## src/rtl/axi_fft_master.sv

```systemverilog
// axi_fft_master
// Sequences one FFT job over a simple AXI-style master port:
//   1. write a burst of len+1 16-bit samples (AW, W, B)
//   2. wait for the FFT engine to signal completion (i_CALC_END)
//   3. read back len+1 results (AR, R) into a one-entry output register
//   4. pulse o_DONE once the output register has drained
//
// Ports
//   i_clk, i_rstn                       clock, async active-low reset
//   i_START/i_BASE/i_LEN/i_WID/i_RID_SEL job command (latched in IDLE)
//   i_S_* / o_S_READY                   sample source handshake
//   o_Q_* / i_Q_READY                   result sink handshake
//   i_CALC_END, o_BUSY, o_DONE, o_ERR   job status
//   o_AW*, o_W*, o_BREADY, o_AR*, o_RREADY and matching inputs: AXI channels
//
// state   | meaning
// --------+-----------------------------------------------------------
// IDLE    | waiting for i_START
// AW      | write address valid, waiting for i_AWREADY
// W       | streaming samples through the holding register
// B       | waiting for write response
// WAIT    | waiting for i_CALC_END
// AR      | read address valid, waiting for i_ARREADY
// R       | receiving result beats into the output register
// DONE    | draining output register, then o_DONE pulse

module axi_fft_master #(
  parameter int DATA_WIDTH = 32,
  parameter int ID_W_WIDTH = 2,
  parameter int ID_R_WIDTH = 2
) (
  input  logic                  i_clk,
  input  logic                  i_rstn,
  input  logic                  i_START,
  input  logic [11:0]           i_BASE,
  input  logic [7:0]            i_LEN,
  input  logic [ID_W_WIDTH-1:0] i_WID,
  input  logic [ID_R_WIDTH-1:0] i_RID_SEL,
  input  logic [15:0]           i_S_DATA,
  input  logic                  i_S_VALID,
  output logic                  o_S_READY,
  output logic [DATA_WIDTH-1:0] o_Q_DATA,
  output logic                  o_Q_VALID,
  input  logic                  i_Q_READY,
  input  logic                  i_CALC_END,
  output logic                  o_BUSY,
  output logic                  o_DONE,
  output logic                  o_ERR,
  output logic [11:0]           o_AWADDR,
  output logic [7:0]            o_AWLEN,
  output logic [2:0]            o_AWSIZE,
  output logic [1:0]            o_AWBURST,
  output logic [ID_W_WIDTH-1:0] o_AWID,
  output logic                  o_AWVALID,
  input  logic                  i_AWREADY,
  output logic [15:0]           o_WDATA,
  output logic [1:0]            o_WSTRB,
  output logic                  o_WVALID,
  output logic                  o_WLAST,
  input  logic                  i_WREADY,
  input  logic                  i_BVALID,
  input  logic [ID_W_WIDTH-1:0] i_BID,
  output logic                  o_BREADY,
  output logic [11:0]           o_ARADDR,
  output logic [7:0]            o_ARLEN,
  output logic [2:0]            o_ARSIZE,
  output logic [1:0]            o_ARBURST,
  output logic [ID_R_WIDTH-1:0] o_ARID,
  output logic                  o_ARVALID,
  input  logic                  i_ARREADY,
  input  logic [DATA_WIDTH-1:0] i_RDATA,
  input  logic [ID_R_WIDTH-1:0] i_RID,
  input  logic                  i_RVALID,
  input  logic                  i_RLAST,
  output logic                  o_RREADY
);

  typedef enum logic [2:0] {
    ST_IDLE, ST_AW, ST_W, ST_B, ST_WAIT, ST_AR, ST_R, ST_DONE
  } state_t;

  state_t                  state;
  logic [11:0]             base;
  logic [7:0]              len;
  logic [ID_W_WIDTH-1:0]   wid;
  logic [ID_R_WIDTH-1:0]   rid;
  logic [7:0]              wcnt;
  logic [7:0]              lcnt;
  logic [7:0]              rcnt;
  logic                    load_done;
  logic                    w_full;
  logic [15:0]             w_data;
  logic                    q_full;
  logic [DATA_WIDTH-1:0]   q_data;
  logic                    awvalid;
  logic                    bready;
  logic                    arvalid;
  logic                    busy;
  logic                    done;
  logic                    err;

  logic w_hs;
  logic s_acc;
  logic q_free;
  logic r_hs;
  logic r_end;

  assign w_hs   = (state == ST_W) && w_full && i_WREADY;
  // The holding register can refill in the same cycle it is emptied,
  // which keeps the write stream at one beat per cycle.
  assign o_S_READY = (state == ST_W) && !load_done && (!w_full || i_WREADY);
  assign s_acc  = i_S_VALID && o_S_READY;
  assign q_free = !q_full || i_Q_READY;
  assign o_RREADY = (state == ST_R) && q_free;
  assign r_hs   = i_RVALID && o_RREADY;
  assign r_end  = i_RLAST || (rcnt == len);

  assign o_AWADDR  = base;
  assign o_AWLEN   = len;
  assign o_AWSIZE  = 3'b001;
  assign o_AWBURST = 2'b01;
  assign o_AWID    = wid;
  assign o_AWVALID = awvalid;

  assign o_WDATA   = w_data;
  assign o_WSTRB   = 2'b11;
  assign o_WVALID  = w_full;
  assign o_WLAST   = w_full && (wcnt == len);

  assign o_BREADY  = bready;

  assign o_ARADDR  = base;
  assign o_ARLEN   = len;
  assign o_ARSIZE  = 3'b010;
  assign o_ARBURST = 2'b01;
  assign o_ARID    = rid;
  assign o_ARVALID = arvalid;

  assign o_Q_DATA  = q_data;
  assign o_Q_VALID = q_full;
  assign o_BUSY    = busy;
  assign o_DONE    = done;
  assign o_ERR     = err;

  always_ff @(posedge i_clk or negedge i_rstn) begin
    if (!i_rstn) begin
      state     <= ST_IDLE;
      base      <= '0;
      len       <= '0;
      wid       <= '0;
      rid       <= '0;
      wcnt      <= '0;
      lcnt      <= '0;
      rcnt      <= '0;
      load_done <= 1'b0;
      w_full    <= 1'b0;
      w_data    <= '0;
      q_full    <= 1'b0;
      q_data    <= '0;
      awvalid   <= 1'b0;
      bready    <= 1'b0;
      arvalid   <= 1'b0;
      busy      <= 1'b0;
      done      <= 1'b0;
      err       <= 1'b0;
    end else begin
      done <= 1'b0;

      if (s_acc) begin
        w_data <= i_S_DATA;
        lcnt   <= lcnt + 8'd1;
        if (lcnt == len) load_done <= 1'b1;
      end
      if (s_acc)     w_full <= 1'b1;
      else if (w_hs) w_full <= 1'b0;
      if (w_hs) wcnt <= wcnt + 8'd1;

      // A new beat overwrites a word being drained in the same cycle.
      if (r_hs) begin
        q_data <= i_RDATA;
        q_full <= 1'b1;
        rcnt   <= rcnt + 8'd1;
      end else if (i_Q_READY) begin
        q_full <= 1'b0;
      end

      case (state)
        ST_IDLE: begin
          if (i_START) begin
            base      <= i_BASE;
            len       <= i_LEN;
            wid       <= i_WID;
            rid       <= i_RID_SEL;
            err       <= 1'b0;
            wcnt      <= '0;
            lcnt      <= '0;
            rcnt      <= '0;
            load_done <= 1'b0;
            awvalid   <= 1'b1;
            busy      <= 1'b1;
            state     <= ST_AW;
          end
        end
        ST_AW: begin
          if (i_AWREADY) begin
            awvalid <= 1'b0;
            state   <= ST_W;
          end
        end
        ST_W: begin
          if (w_hs && o_WLAST) begin
            bready <= 1'b1;
            state  <= ST_B;
          end
        end
        ST_B: begin
          if (i_BVALID) begin
            bready <= 1'b0;
            if (i_BID != wid) err <= 1'b1;
            state  <= ST_WAIT;
          end
        end
        ST_WAIT: begin
          if (i_CALC_END) begin
            arvalid <= 1'b1;
            state   <= ST_AR;
          end
        end
        ST_AR: begin
          if (i_ARREADY) begin
            arvalid <= 1'b0;
            state   <= ST_R;
          end
        end
        ST_R: begin
          if (r_hs) begin
            // Early or missing RLAST and wrong IDs only flag; the job runs on.
            if (i_RLAST != (rcnt == len)) err <= 1'b1;
            if (i_RID != rid)             err <= 1'b1;
            if (r_end)                    state <= ST_DONE;
          end
        end
        ST_DONE: begin
          if (q_free) begin
            done  <= 1'b1;
            busy  <= 1'b0;
            state <= ST_IDLE;
          end
        end
        default: state <= ST_IDLE;
      endcase
    end
  end

endmodule

```

## config.mk

```make
export PLATFORM = sky130hd
export DESIGN_NAME = axi_fft_master
export DESIGN_NICKNAME = d
export VERILOG_FILES = /design/src/rtl/axi_fft_master.sv
export SDC_FILE = /design/constraint.sdc
export NUM_CORES = 1
export LEC_CHECK = 0
export ABC_AREA = 1
export CORE_UTILIZATION = 29
export CTS_BUF_LIST = sky130_fd_sc_hd__clkbuf_8
export CTS_CLUSTER_SIZE = 40
export DETAILED_ROUTE_END_ITERATION = 16
export PLACE_DENSITY = 0.6
export RECOVER_POWER = 25
export SLEW_MARGIN = 15
export SYNTH_ARGS = -nofsm -noshare
export SYNTH_HDL_FRONTEND = slang
export SYNTH_SLANG_ARGS = --single-unit
```

## constraint.sdc

```tcl
create_clock -name i_clk -period 2.66 [get_ports i_clk]
set_clock_uncertainty 0.1 [all_clocks]
set_input_delay 0.399 -clock i_clk [delete_from_list [all_inputs] [get_ports i_clk]]
set_output_delay 0.399 -clock i_clk [all_outputs]
set_load 0.02 [all_outputs]
```

After elaboration in Yosys (flattened, before gate mapping) --
Cells that the tools add are included.
Storage, ports and cells: flip-flop bits (word level) 108
Cells by class: add/subtract/negate cells 3, equality and inequality tests 24, muxes and demuxes 47, reductions and logical operators 30
Operators with widths (count):
- 2-to-1 mux 8 bit | 9
- 2-to-1 mux 3 bit | 9
- adder 8 x 1 -> 8 bit (second input constant) | 3
- == test 8 bit | 3
- case mux 3 bit (8 select lines) | 1
- 2-to-1 mux 1 bit | 23
- inequality test 2 bit (second input constant) | 9
- == test 3 bit (second input constant) | 4
- AND reduction 3 bit | 4
- nonzero test 2 bit | 6
- logical AND 1 bit | 9
- AND reduction 9 bit | 1
- case mux 1 bit (2 select lines) | 4
- == test 3 x 2 -> 1 bit (second input constant) | 2
- AND reduction 6 bit | 1
- inequality test 2 bit | 2
- == test 3 x 1 -> 1 bit (second input constant) | 1
- logical NOT 1 bit | 3
- logical NOT 3 bit | 1
- logical OR 1 bit | 3
- inequality test 3 x 1 -> 1 bit (second input constant) | 1
- case mux 1 bit (3 select lines) | 1
- nonzero test 3 bit | 1
- inequality test 2 x 1 -> 1 bit (second input constant) | 1
- other kinds (2) | 2

Depth between registers and ports, before layout --
depth after elaboration 7, depth in mapped cells 11, depth with buffers taken out 11

Worst setup path before layout --
Ideal clock, no wire load.
kind reg-to-output, from register len[3], in the netlist o_ARLEN[3], to output port o_WLAST, arrival 1.527 ns, required time 2.161 ns, slack 0.634 ns, stages on the path, launching flop included 7, buffers on the path 0, cells stage by stage dfrtp_1 -> inv_1 -> nand2_1 -> nand2_1 -> inv_1 -> nand2_1 -> nor4_1
On the way: cells in the longest elaborated chain, start to end 2
RTL lines:
- from (decl) | line 84 | logic [7:0] len;
- from (signal assigned) | line 191 | len <= i_LEN;
- == test 8 bit | line 128 | assign o_WLAST = w_full && (wcnt == len);
- logical AND 1 bit | line 128
- to (decl) | line 59 | output logic o_WLAST,
Every way passes these cells.

Final worst setup path --
from register state[0], to output port o_RREADY
On the way: cells in the longest elaborated chain, start to end 2
RTL lines:
- from (decl) | line 82 | state_t state;
- from (signal assigned) | line 147 | state <= ST_IDLE;
- from (signal assigned) | line 201 | state <= ST_AW;
- from (signal assigned) | line 207 | state <= ST_W;
- == test 3 bit | line 114 | assign o_RREADY = (state == ST_R) && q_free;
- logical AND 1 bit | line 114
- to (decl) | line 75 | output logic o_RREADY
Every way passes these cells.

==> results.py <==
metrics = {
    "clock_network": {
        "root_buffer": "clkbuf_8",
        "clock_sinks": 108,
        "cts_buffer_depth": 2,
        "post-cts-setup-buffer-count": 0,
        "clk_latency_ns": 0.38,
        "numCtsBuffers": 9,
        "clk_pin_slew_ns": 0.11,
        "htree_levels": 3,
        "cts_tree": "built",
    },
    "cells_and_area": {
        "postLayoutCellArea_mm2": 0.00750,
        "diodes": 0,
        "areaGrowthSynthToFinish_pct": 40.7,
        "nets": 921,
        "drive_gt1_share_pct": 6.35,
        "final_cells": 1063,
        "nFillCells": 1788,
    },
    "logic_synthesis": {
        "seq_area_frac_synth_pct": 50.7,
        "synth_ff_type": "dfrtp_1",
        "async_flop_share_pct": 100,
        "ys.warnings.count": 0,
        "synthesis.instances": 659,
        "netlist_area_mm2": 0.00533,
        "synth_edf_count": 0,
        "netlist.area_leader.share_pct": 50.7,
        "syn_area_per_cell_um2": 8.08,
        "synth_seq_cells": 108,
        "synth_cell_types": 37,
        "synth_area_leaders": "dfrtp_1, nand2_1, buf_4",
        "netlist.top_cell.by_area": "dfrtp_1",
    },
    "sta": {
        "timing.fmax_mhz": 411,
        "min_period_over_period_pct": 91.5,
        "worst_slack_ns": 0.226,
        "worstMarginPinSlew_ns": 1.12,
        "rsz0062_at_grt": "no",
        "finalHoldViolCount": 0,
        "slew_headroom_pct": 25.1,
        "period_needed_ns": 2.43,
        "fin_setup_tns_ns": 0,
        "maxSlewViolCount": 0,
        "setup_violations": 0,
    },
    "worst_setup_path": {
        "cp_slowest_cell": "clkdlybuf4s50_1",
        "crit_start": "state[0]",
        "r2r-start": "o_ARLEN[5]",
        "critical_path_required_ns": 2.16,
        "crit_end": "o_RREADY",
        "path_max_fanout": 8,
        "worstPathArrival_ns": 1.94,
        "crit_type": "reg -> out",
        "cp-end-kind": "primary output",
        "r2r_setup_slack_ns": 0.40,
        "start_kind": "flop",
        "crit_chain": "nor2_4, nand2_2, nor2_4, clkdlybuf4s50_1",
        "cp_common_cell": "nor2_4",
        "r2r-end": "state[0]",
        "slowest_delay_ns": 0.61,
        "reg2regPathDepth": 10,
    },
    "drt": {
        "postRouteAntennaNets": 0,
        "vias_per_cell": 4.40,
        "drc": 0,
        "wirelength_um": 14700,
        "drtIter0Drc": 233,
        "wire_per_inst_um": 13.8,
        "drt-pass1-iter-count": 5,
        "vias": 4676,
    },
    "grt": {
        "antenna_found_initial": 0,
        "grt_max_degree": 45,
        "grt-ovfl-total": 0,
        "grtUsageTotal_pct": 16.1,
        "grt_pass1_wl_um": 23100,
        "grt_pass1_vias": 4392,
    },
    "pwr": {
        "peakVddDrop_uv": 559,
        "cellPowerDensity_mw_per_mm2": 1090,
        "leakage_nw": 3.66,
        "fin_total_pwr_w": 0.00817,
    },
    "die": {
        "core_area_mm2": 0.0180,
        "num_rows": 49,
        "fp.dieH_um": 138,
        "start_util_pct": 29.7,
        "pin_count": 203,
        "dieArea_mm2": 0.0189,
        "die_w_um": 138,
    },
    "placed_design": {
        "gp_congestion": 0.839,
        "dp_cells": 1046,
        "post-place-ws_ns": 0.218,
        "place_area_mm2": 0.00729,
        "portBuffers": 190,
        "dpl.hpwl_um": 10600,
    },
    "flow_run": {
        "maxCapViolations": 0,
    },
    "outcome": {
        "status": "finished, final reports clean",
    },
    "hold_path": {
        "hp-class": "reg -> reg",
    },
}
-- final cells by class --
| cell class | count | area [um2] | share of cell area (%) |
|---|---|---|---|
| clock inverter | 7 | 73.8 | 0.985 |
| inverter | 46 | 174 | 2.32 |
| clock buffer | 9 | 124 | 1.65 |
| timing repair buffer | 202 | 2000 | 26.7 |
| tap | 229 | 287 | 3.82 |
| multi-input combinational | 462 | 2140 | 28.5 |
| sequential | 108 | 2700 | 36.1 |
-- state kept, by name (all words and copies together), names as in the netlist --
| signal | flops |
|---|---|
| lcnt | 8 |
| load_done | 1 |
| o_ARADDR | 12 |
| o_ARID | 2 |
| o_ARLEN | 8 |
| o_ARVALID | 1 |
| o_AWID | 2 |
| o_AWVALID | 1 |
| o_BREADY | 1 |
| o_BUSY | 1 |
| o_DONE | 1 |
| o_ERR | 1 |
| o_Q_DATA | 32 |
| o_Q_VALID | 1 |
| o_WDATA | 16 |
| o_WVALID | 1 |
| rcnt | 8 |
| state | 3 |
| wcnt | 8 |
-- power breakdown --
group	leakage, nW	switching [W]	internal, W
combinational	2.18	0.00231	0.00193
clock	0.0937	0.000622	0.000440
sequential	1.38	0.000583	0.00229
total	3.66	0.00351	0.00466
-- cells by family (layout without fill, tap and decap cells) --
group | Yosys count | in the layout | share of synthesized area, %
compound gates | 42 | 42 | 4.77
xor+xnor | 25 | 25 | 4.11
fa+ha+maj | 4 | 4 | 0.939
buf+inv | 99 | 264 | 9.86
flops | 108 | 108 | 50.7
other cells | 2 | 12 | 0.141
simple gates | 379 | 379 | 29.5
-- cells in the mapped netlist, types with 2 or more instances --
cell type,number
a211oi_1,3
dfrtp_1,108
inv_1,40
nor2_4,2
nor3_1,7
buf_6,2
clkbuf_1,5
o21ai_0,18
ha_1,4
nand4_1,9
nor2_1,43
inv_2,5
nand2_1,284
xnor2_1,9
nor4_1,3
xor2_1,16
conb_1,2
a21oi_1,12
nand3_1,18
a22oi_2,2
nand2_2,3
or2_2,3
nand3_2,2
buf_4,32
buf_2,14
nor3_4,2
-- stage by stage --
step	utilization, %	hold WS, ns
floorplan	-	0.00341
global placement	40.6	0.343
finish	41.7	0.385
detailed placement	40.6	0.344
CTS	41.8	0.390
global route	41.7	0.406
-- cell usage in the layout, fill, tap and decap left out, types with 8 or more instances in the layout --
cell type,synthesis,routed
nand2_1,284,284
clkdlybuf4s50_1,0,187
dfrtp_1,108,107
nor2_1,43,43
inv_1,40,41
nand3_1,18,18
o21ai_0,18,18
xor2_1,16,16
a21oi_1,12,12
conb_1,2,12
nand4_1,9,9
xnor2_1,9,9
clkbuf_8,0,9
buf_4,32,8
-- critical path: cells and delay by family (launching register included) --
family	cells	cell delay, ns
buf+inv	1	0.61
flops	1	0.52
simple gates	3	0.42
-- how the worst min path moves through the flow --
stage | startpoint | endpoint | slack [ns] | cells past startpoint
floorplan | i_rstn | lcnt[0] | 0.003 | 0
global placement | i_rstn | o_Q_DATA[19] | 0.34 | 1
detailed placement | i_rstn | o_Q_DATA[19] | 0.34 | 1
CTS | o_BREADY | o_BREADY | 0.39 | 2
global route | o_BREADY | o_BREADY | 0.41 | 2
finish | o_BREADY | o_BREADY | 0.38 | 2
-- timing repair --
action	in CTS	in global routing
endpoints found under the setup margin	1	1
gates resized for setup	1	2
hold buffers	1	0
hold endpoints to repair	41	0
-- layer usage --
metal	vias to the layer above	global-route usage [%]	wire length, um
li1	2331	-	-
met1	2201	22.0	6900
met2	131	25.0	6690
met3	13	3.20	889
met4	0	5.98	227
met5	-	0	0
No activity file was read; power rests on OpenSTA's default activity.
